$ cat config.mk
export PLATFORM = sky130hd
export DESIGN_NAME = hub75_scan_scheduler
export DESIGN_NICKNAME = d
export VERILOG_FILES = /design/src/rtl/hub75_pkg.sv /design/src/rtl/plane_timer.sv /design/src/rtl/hub75_scan_scheduler.sv
export SDC_FILE = /design/constraint.sdc
export NUM_CORES = 1
export LEC_CHECK = 0
export CORE_ASPECT_RATIO = 0.5
export CORE_MARGIN = 1.5
export CORE_UTILIZATION = 25
export CTS_BUF_LIST = sky130_fd_sc_hd__clkbuf_16
export CTS_CLUSTER_DIAMETER = 120
export CTS_CLUSTER_SIZE = 14
export DETAILED_ROUTE_END_ITERATION = 7
export SYNTH_ARGS = -nofsm -noshare
export SYNTH_HDL_FRONTEND = slang
export SYNTH_SLANG_ARGS = --single-unit
$ cat constraint.sdc
create_clock -name clk_in -period 2.4 [get_ports clk_in]
set_input_delay 0.48 -clock clk_in [delete_from_list [all_inputs] [get_ports clk_in]]
set_output_delay 0.48 -clock clk_in [all_outputs]
set_load 0.05 [all_outputs]
$ cat src/rtl/hub75_pkg.sv
// rtl/hub75_pkg.sv - shared scan states and default panel geometry for the HUB75 path
package hub75_pkg;

    typedef enum logic [2:0] {
        ST_IDLE,
        ST_WAIT_SHIFT,
        ST_BLANK,
        ST_LATCH,
        ST_DISPLAY
    } state_t;

    localparam int SCAN_RATE_DEF = 32;
    localparam int RGB_RES_DEF   = 9;
    localparam int PLANES        = RGB_RES_DEF / 3;
    localparam int ADDR_W        = $clog2(SCAN_RATE_DEF);
    localparam int PLANE_W       = $clog2(PLANES);

endpackage

$ cat src/rtl/plane_timer.sv
// rtl/plane_timer.sv - loadable down-counter timing blank and lit intervals
module plane_timer #(
    parameter int W = 6
) (
    input  logic         clk,
    input  logic         rst_n,
    input  logic         load,
    input  logic [W-1:0] load_val,
    output logic         expired,
    output logic         last
);

    logic [W-1:0] count;

    always_ff @(posedge clk or negedge rst_n) begin
        if (!rst_n) begin
            count <= '0;
        end else if (load) begin
            count <= load_val;
        end else if (count != '0) begin
            count <= count - 1'b1;
        end
    end

    // last marks the final counted cycle so the FSM can leave without a dead cycle
    assign expired = (count == '0);
    assign last    = (count <= W'(1));

endmodule

$ cat src/rtl/hub75_scan_scheduler.sv
// rtl/hub75_scan_scheduler.sv - row x bit-plane refresh sequencer with overlapped shifting
module hub75_scan_scheduler
    import hub75_pkg::*;
#(
    parameter int  SCAN_RATE   = SCAN_RATE_DEF,
    parameter int  RGB_RES     = RGB_RES_DEF,
    parameter int  ON_BASE     = 8,
    parameter int  DEAD_CYCLES = 2,
    localparam int NUM_PLANES  = RGB_RES / 3,
    localparam int ROW_W       = $clog2(SCAN_RATE),
    localparam int PL_W        = $clog2(NUM_PLANES),
    localparam int TMR_W       = $clog2(ON_BASE << (NUM_PLANES - 1)) + 1
) (
    input  logic             clk_in,
    input  logic             rst_in,
    input  logic             enable_in,
    input  logic             frame_sync_in,
    output logic             shift_start_out,
    output logic [ROW_W-1:0] shift_row_out,
    output logic [PL_W-1:0]  shift_plane_out,
    input  logic             shift_done_in,
    output logic [ROW_W-1:0] hub75_addr_out,
    output logic             hub75_latch_out,
    output logic             hub75_oe_n_out,
    output logic             frame_done_out,
    output logic             busy_out
);

    state_t             state;
    state_t             state_next;
    logic [ROW_W-1:0]   disp_row;
    logic [PL_W-1:0]    disp_plane;
    logic [ROW_W-1:0]   next_row;
    logic [PL_W-1:0]    next_plane;
    logic               done_flag;
    logic               sync_pend;
    logic               disp_last;
    logic               tmr_load;
    logic [TMR_W-1:0]   tmr_val;
    logic               tmr_expired;
    logic               tmr_last;
    logic               issue_first;
    logic               issue_next;
    logic               capture;
    logic               load_addr;

    plane_timer #(.W(TMR_W)) u_timer (
        .clk      (clk_in),
        .rst_n    (rst_in),
        .load     (tmr_load),
        .load_val (tmr_val),
        .expired  (tmr_expired),
        .last     (tmr_last)
    );

    always_comb begin
        next_row   = disp_row;
        next_plane = disp_plane + 1'b1;
        if (disp_plane == PL_W'(NUM_PLANES - 1)) begin
            next_plane = '0;
            next_row   = (disp_row == ROW_W'(SCAN_RATE - 1)) ? '0 : disp_row + 1'b1;
        end
    end

    assign disp_last = (disp_row == ROW_W'(SCAN_RATE - 1)) &&
                       (disp_plane == PL_W'(NUM_PLANES - 1));

    always_ff @(posedge clk_in or negedge rst_in) begin
        if (!rst_in) begin
            state <= ST_IDLE;
        end else begin
            state <= state_next;
        end
    end

    always_comb begin
        state_next     = state;
        tmr_load       = 1'b0;
        tmr_val        = '0;
        issue_first    = 1'b0;
        issue_next     = 1'b0;
        capture        = 1'b0;
        load_addr      = 1'b0;
        frame_done_out = 1'b0;
        case (state)
            ST_IDLE: begin
                if (enable_in) begin
                    state_next  = ST_WAIT_SHIFT;
                    issue_first = 1'b1;
                end
            end
            ST_WAIT_SHIFT: begin
                if (shift_done_in) begin
                    state_next = ST_BLANK;
                    capture    = 1'b1;
                    tmr_load   = 1'b1;
                    tmr_val    = TMR_W'(DEAD_CYCLES);
                end
            end
            ST_BLANK: begin
                if (tmr_last) begin
                    state_next = ST_LATCH;
                    load_addr  = 1'b1;
                end
            end
            ST_LATCH: begin
                state_next = ST_DISPLAY;
                issue_next = 1'b1;
                tmr_load   = 1'b1;
                tmr_val    = TMR_W'(ON_BASE << disp_plane);
            end
            ST_DISPLAY: begin
                // lit time is fixed by the timer; a late shifter only lengthens the dark tail
                if (tmr_last && (done_flag || shift_done_in)) begin
                    frame_done_out = disp_last;
                    if (enable_in) begin
                        state_next = ST_BLANK;
                        capture    = 1'b1;
                        tmr_load   = 1'b1;
                        tmr_val    = TMR_W'(DEAD_CYCLES);
                    end else begin
                        state_next = ST_IDLE;
                    end
                end
            end
            default: state_next = ST_IDLE;
        endcase
    end

    always_ff @(posedge clk_in or negedge rst_in) begin
        if (!rst_in) begin
            shift_start_out <= 1'b0;
            shift_row_out   <= '0;
            shift_plane_out <= '0;
            disp_row        <= '0;
            disp_plane      <= '0;
            hub75_addr_out  <= '0;
            done_flag       <= 1'b0;
            sync_pend       <= 1'b0;
        end else begin
            shift_start_out <= issue_first | issue_next;
            if (issue_first || (issue_next && (sync_pend || frame_sync_in))) begin
                shift_row_out   <= '0;
                shift_plane_out <= '0;
            end else if (issue_next) begin
                shift_row_out   <= next_row;
                shift_plane_out <= next_plane;
            end
            if (capture) begin
                disp_row   <= shift_row_out;
                disp_plane <= shift_plane_out;
            end
            if (load_addr) begin
                hub75_addr_out <= disp_row;
            end
            if (issue_next) begin
                done_flag <= 1'b0;
            end else if (state == ST_DISPLAY && shift_done_in) begin
                done_flag <= 1'b1;
            end
            if (state == ST_IDLE || issue_next) begin
                sync_pend <= 1'b0;
            end else if (frame_sync_in) begin
                sync_pend <= 1'b1;
            end
        end
    end

    assign hub75_latch_out = (state == ST_LATCH);
    assign hub75_oe_n_out  = !((state == ST_DISPLAY) && !tmr_expired);
    assign busy_out        = (state != ST_IDLE);

endmodule

# == After elaboration in Yosys (flattened, before gate mapping) ==
# Index checks and enable logic that the tools add are counted.
# classes
n_shift,1
magnitude_cmp,1
bitwise,1
n_addsub,3
n_mux,34
n_eq_ne,10
n_reduce_logical,20
# op_table
cell,n
$mux 5,4
$pmux 6 s3,1
$pmux 3 s5,1
$mux 2,7
$mux 1,13
$mux 3,4
$mux 6,2
$ne 2x2->1 const B,4
$reduce_bool 2->1,4
$eq 3x2->1 const B,2
$le 6x1->1 const B,1
$logic_not 6->1,1
$reduce_bool 6->1,1
$shl 4x2->6 const A,1
$sub 6x1->6 const B,1
$add 5x1->5 const B,1
$eq 5x5->1 const B,1
$logic_and 1x1->1,5
$logic_or 1x1->1,4
$reduce_and 4->1,1
$eq 3x1->1 const B,1
$eq 3x3->1 const B,1
$logic_not 3->1,1
$pmux 1 s3,1
6 further kinds,7
# word_totals
ff_bits,31
wordCells,80

# == Longest topological paths before layout ==
# Gate-level depths: netlist (run 1).
# logic_depth
depth_word,5
mapped_depth,6

# == Modules after synthesis ==
# From an unflattened synthesis (run 1), not the netlist that was laid out.
# unflattened
cells_unflattened,151
hier_area_um2,1695.4
# by_module_without_submodules
module,seq_area_each_um2,area_each_um2,cells_per_inst,instances
hub75_scan_scheduler,625.6,1280.0,112,1
plane_timer,150.1,415.4,39,1

# == Worst setup path before layout (run 1) ==
# OpenSTA, ideal clock, no wires.
# synth_timing
path_kind,flip-flop to output port
start,register u_timer.count[4]
end,output port frame_done_out
stages_incl_launch_ff,4
slack_ps,-560
required_ps,1920
arrival_time_ps,2480
path_cell_list,dfrtp_1 nor4_4 nand2_2 nor4_1
# synth_between
elab_chain_cells,4
# synth_rtl
element,line_no,source
"start, declared",plane_timer.sv:13,logic [W-1:0] count;
"start signal, assigned",plane_timer.sv:19,count <= load_val;
"start signal, assigned",plane_timer.sv:21,count <= count - 1'b1;
$le 6x1->1,plane_timer.sv:27,assign last = (count <= W'(1));
$logic_and 1x1->1,hub75_scan_scheduler.sv:114,if (tmr_last && (done_flag || shift_done_in)) begin
$mux 1,hub75_scan_scheduler.sv:114,
$mux 1,hub75_scan_scheduler.sv:85,case (state)
"end, declared",hub75_scan_scheduler.sv:25,"output logic frame_done_out,"
# Every way passes these cells.

# == Worst setup path after layout (run 1) ==
# layout_timing
start,register state[0]
end,output port busy_out
# layout_between
elab_chain_cells,1
# layout_rtl
element,line_no,source
"start, declared",hub75_scan_scheduler.sv:29,state_t state;
"start signal, assigned",hub75_scan_scheduler.sv:72,state <= state_next;
$reduce_bool 3->1,hub75_scan_scheduler.sv:171,assign busy_out = (state != ST_IDLE);
"end, declared",hub75_scan_scheduler.sv:26,output logic busy_out
# Every way passes these cells.

==> metrics.cfg, run 1 <==
[clock_tree]
cts_buffer_depth = 2
cts_sinks = 31
hold_buffers = 0
numCtsBuffers = 5
clk_pin_slew_ns = 0.05
clock_latency_ns = 0.27
cts_tree = yes
root_buffer = clkbuf_16
htree_levels = 2

[yosys]
synth.top_cell.area_share = 0.490
synth-edff-count = 0
yosysSeqAreaShare = 0.490
synth_fp_nets = 154
synth-async-reset-ratio = 1.00
yosys.area.top_type = dfrtp_1
yosys.cell_count.top_type = dfrtp_1
netlist_instances = 145
ys_ff_latch = 31
avgSynthCellArea_um2 = 10.9
synth_area_mm2 = 0.00158
synth.distinct_cells = 43
synthFlopType = dfrtp_1
synth_area_leaders = dfrtp_1 (49%), mux2_2 (9.2%), ha_1 (3.2%)
synth_commonest_cells = dfrtp_1 (31), mux2_2 (13), nand2_1 (13), o21ai_0 (10), nor2_1 (8)
synth_warnings = 0

[grt]
grt_max_degree = 32
grt_pass1_vias = 1051
antenna_found_initial = 0
grt.total_usage = 0.106
grt_pass1_wl_um = 5330
overflow = 0

[final_layout]
final_core_util = 0.355
n_antenna_cell = 0
finalInstanceArea_mm2 = 0.00216
final_nets = 182
stdcell_count = 262
fillers = 600
drive_gt1_frac = 0.236
area_growth_pct = 36.2

[setup_path]
end_kind = output port
crit_fanout = 9
crit_required_ns = 1.92
critical_path_arrival_ns = 1.84
crit_type = reg -> out
startpoint_type = register

[sta]
period_share = 0.967
hold_viol = 0
slew_headroom = 0.661
setup_viol = 0
tns_ns = 0
rsz0062_at_grt = false
skew_ns = 0.00388
period_minus_slack_ns = 2.32
worst_pin_slew_ns = 0.506
max_freq_mhz = 431
maxSlewViolCount = 0

[placed_design]
dp.cells = 253
routabilityCongestion = 0.817
place_hpwl_um = 2310
place_area_mm2 = 0.00195
io_buffers = 21

[drt]
ant_nets = 0
dr.pass1.iters = 4
wl_per_cell_um = 12.6
routed_wl_um = 3300
drt-vias-per-instance = 4.52
num_vias = 1184
drc_errors = 0
drt_iter0_drc = 33

[floorplanning]
dieWidth_um = 116
io_pins = 22
start_util = 0.260
core_mm2 = 0.00608
rows = 20
die_area_mm2 = 0.00685
die_h_um = 59.3

[status]
status = finished clean

[job]
max-cap-violations = 0

[hold_path]
hold_class = reg -> reg

[pwr]
leakagePower_uw = 0.000963
vdd.ir_drop.worst_mv = 0.276
power_density_mw_per_mm2 = 1160

## flip-flops by register name, indices dropped and copies added, names as in the netlist
| register | count |
|---|---|
| u_timer.count | 6 |
| shift_start_out | 1 |
| hub75_addr_out | 5 |
| sync_pend | 1 |
| done_flag | 1 |
| state | 3 |
| disp_plane | 2 |
| shift_plane_out | 2 |
| shift_row_out | 5 |
| disp_row | 5 |
## logic make-up after synthesis
| kind of cell | after synthesis | share of synthesized area |
|---|---|---|
| compound gates | 29 | 0.126 |
| simple gates | 48 | 0.182 |
| fa+ha+maj | 4 | 0.0316 |
| xor+xnor | 4 | 0.0221 |
| mux | 17 | 0.118 |
| buf+inv | 12 | 0.0308 |
| flops | 31 | 0.490 |
## layout by cell type, fill, tap and decap left out, types with 2 or more instances in the layout
cell type	n
mux2i_1	4
nand2b_1	3
clkbuf_16	5
clkdlybuf4s50_1	18
dfrtp_1	30
a21o_1	3
o21ai_0	10
a22o_1	2
nor2b_1	3
buf_4	5
ha_1	3
mux2_2	13
nor2_1	8
a21oi_1	4
buf_12	3
nand3_1	4
nor3_1	2
o32ai_1	2
nand2_1	13
inv_1	8
bufinv_16	2
nor4_4	2
xnor2_1	2
xor2_1	2
## metal layers
| layer | GRT usage | vias to the layer above | wire length, um |
|---|---|---|---|
| li1 | - | 575 | - |
| met4 | 0.0423 | 0 | 39 |
| met1 | 0.141 | 572 | 1560 |
| met5 | 0 | - | 0 |
| met2 | 0.158 | 31 | 1550 |
| met3 | 0.0368 | 6 | 155 |
## path summary, 6_finish.rpt
kind | from | to | slack [ns] | cells after the start
worst max-delay path | state[0]$_DFFE_PN0P_ | busy_out | 0.08 | 2
worst min-delay path | sync_pend$_DFFE_PN0P_ | sync_pend$_DFFE_PN0P_ | 0.50 | 2
worst max register to register | state[1]$_DFFE_PN0P_ | disp_row[4]$_DFFE_PN0P_ | 0.53 | 5
worst min register to register | sync_pend$_DFFE_PN0P_ | sync_pend$_DFFE_PN0P_ | 0.50 | 2
max in group asynchronous | rst_in | disp_row[0]$_DFFE_PN0P_ | 1.50 | 2
min in group asynchronous | rst_in | shift_plane_out[1]$_DFFE_PN0P_ | 0.60 | 2
## stage by stage
step	power [uW]	setup WS, ns	hold WS, ns
final	2500	0.0785	0.503
after global routing	2660	0.0190	0.513
after CTS	2520	0.0179	0.507
after detailed placement	1690	0.154	0.495
after global placement	1670	0.189	0.490
after floorplan	1430	0.0127	0.184
## area by class of cell
class	count	area [um2]	share of cell area
Timing Repair Buffer	26	278	0.129
Inverter	7	26.3	0.0122
Multi-Input combinational cell	102	777	0.360
Clock inverter	3	63.8	0.0296
Tap cell	88	110	0.0510
Sequential cell	31	777	0.360
Clock buffer	5	125	0.0580
## timing repair
action,4_1_cts,5_1_grt
hold endpoints to repair,0,0
setup endpoints to repair,0,1
buffers inserted,0,1
resized for setup,0,3
## worst max-delay path, cell delays in order, from the launching register on
cell	delay, ns
dfrtp_1	0.46
or3_1	0.38
clkdlybuf4s50_1	0.72
## report_power, final
| group | internal [uW] | switching [uW] |
|---|---|---|
| logic | 391 | 557 |
| registers | 631 | 114 |
| clock network | 590 | 215 |
Note: power is estimated with default switching activity, not from simulation.
==> inputs of run 2 (changes only) <==
--- a/config.mk
+++ b/config.mk
@@ -9,7 +9,7 @@
 export CORE_MARGIN = 1.5
 export CORE_UTILIZATION = 25
 export CTS_BUF_LIST = sky130_fd_sc_hd__clkbuf_16
-export CTS_CLUSTER_DIAMETER = 120
+export CTS_CLUSTER_DIAMETER = 40
 export CTS_CLUSTER_SIZE = 14
 export DETAILED_ROUTE_END_ITERATION = 7
 export SYNTH_ARGS = -nofsm -noshare
==> results of run 2 <==
Same layout as run 1: the final DEF is identical, and so are final timing and power.
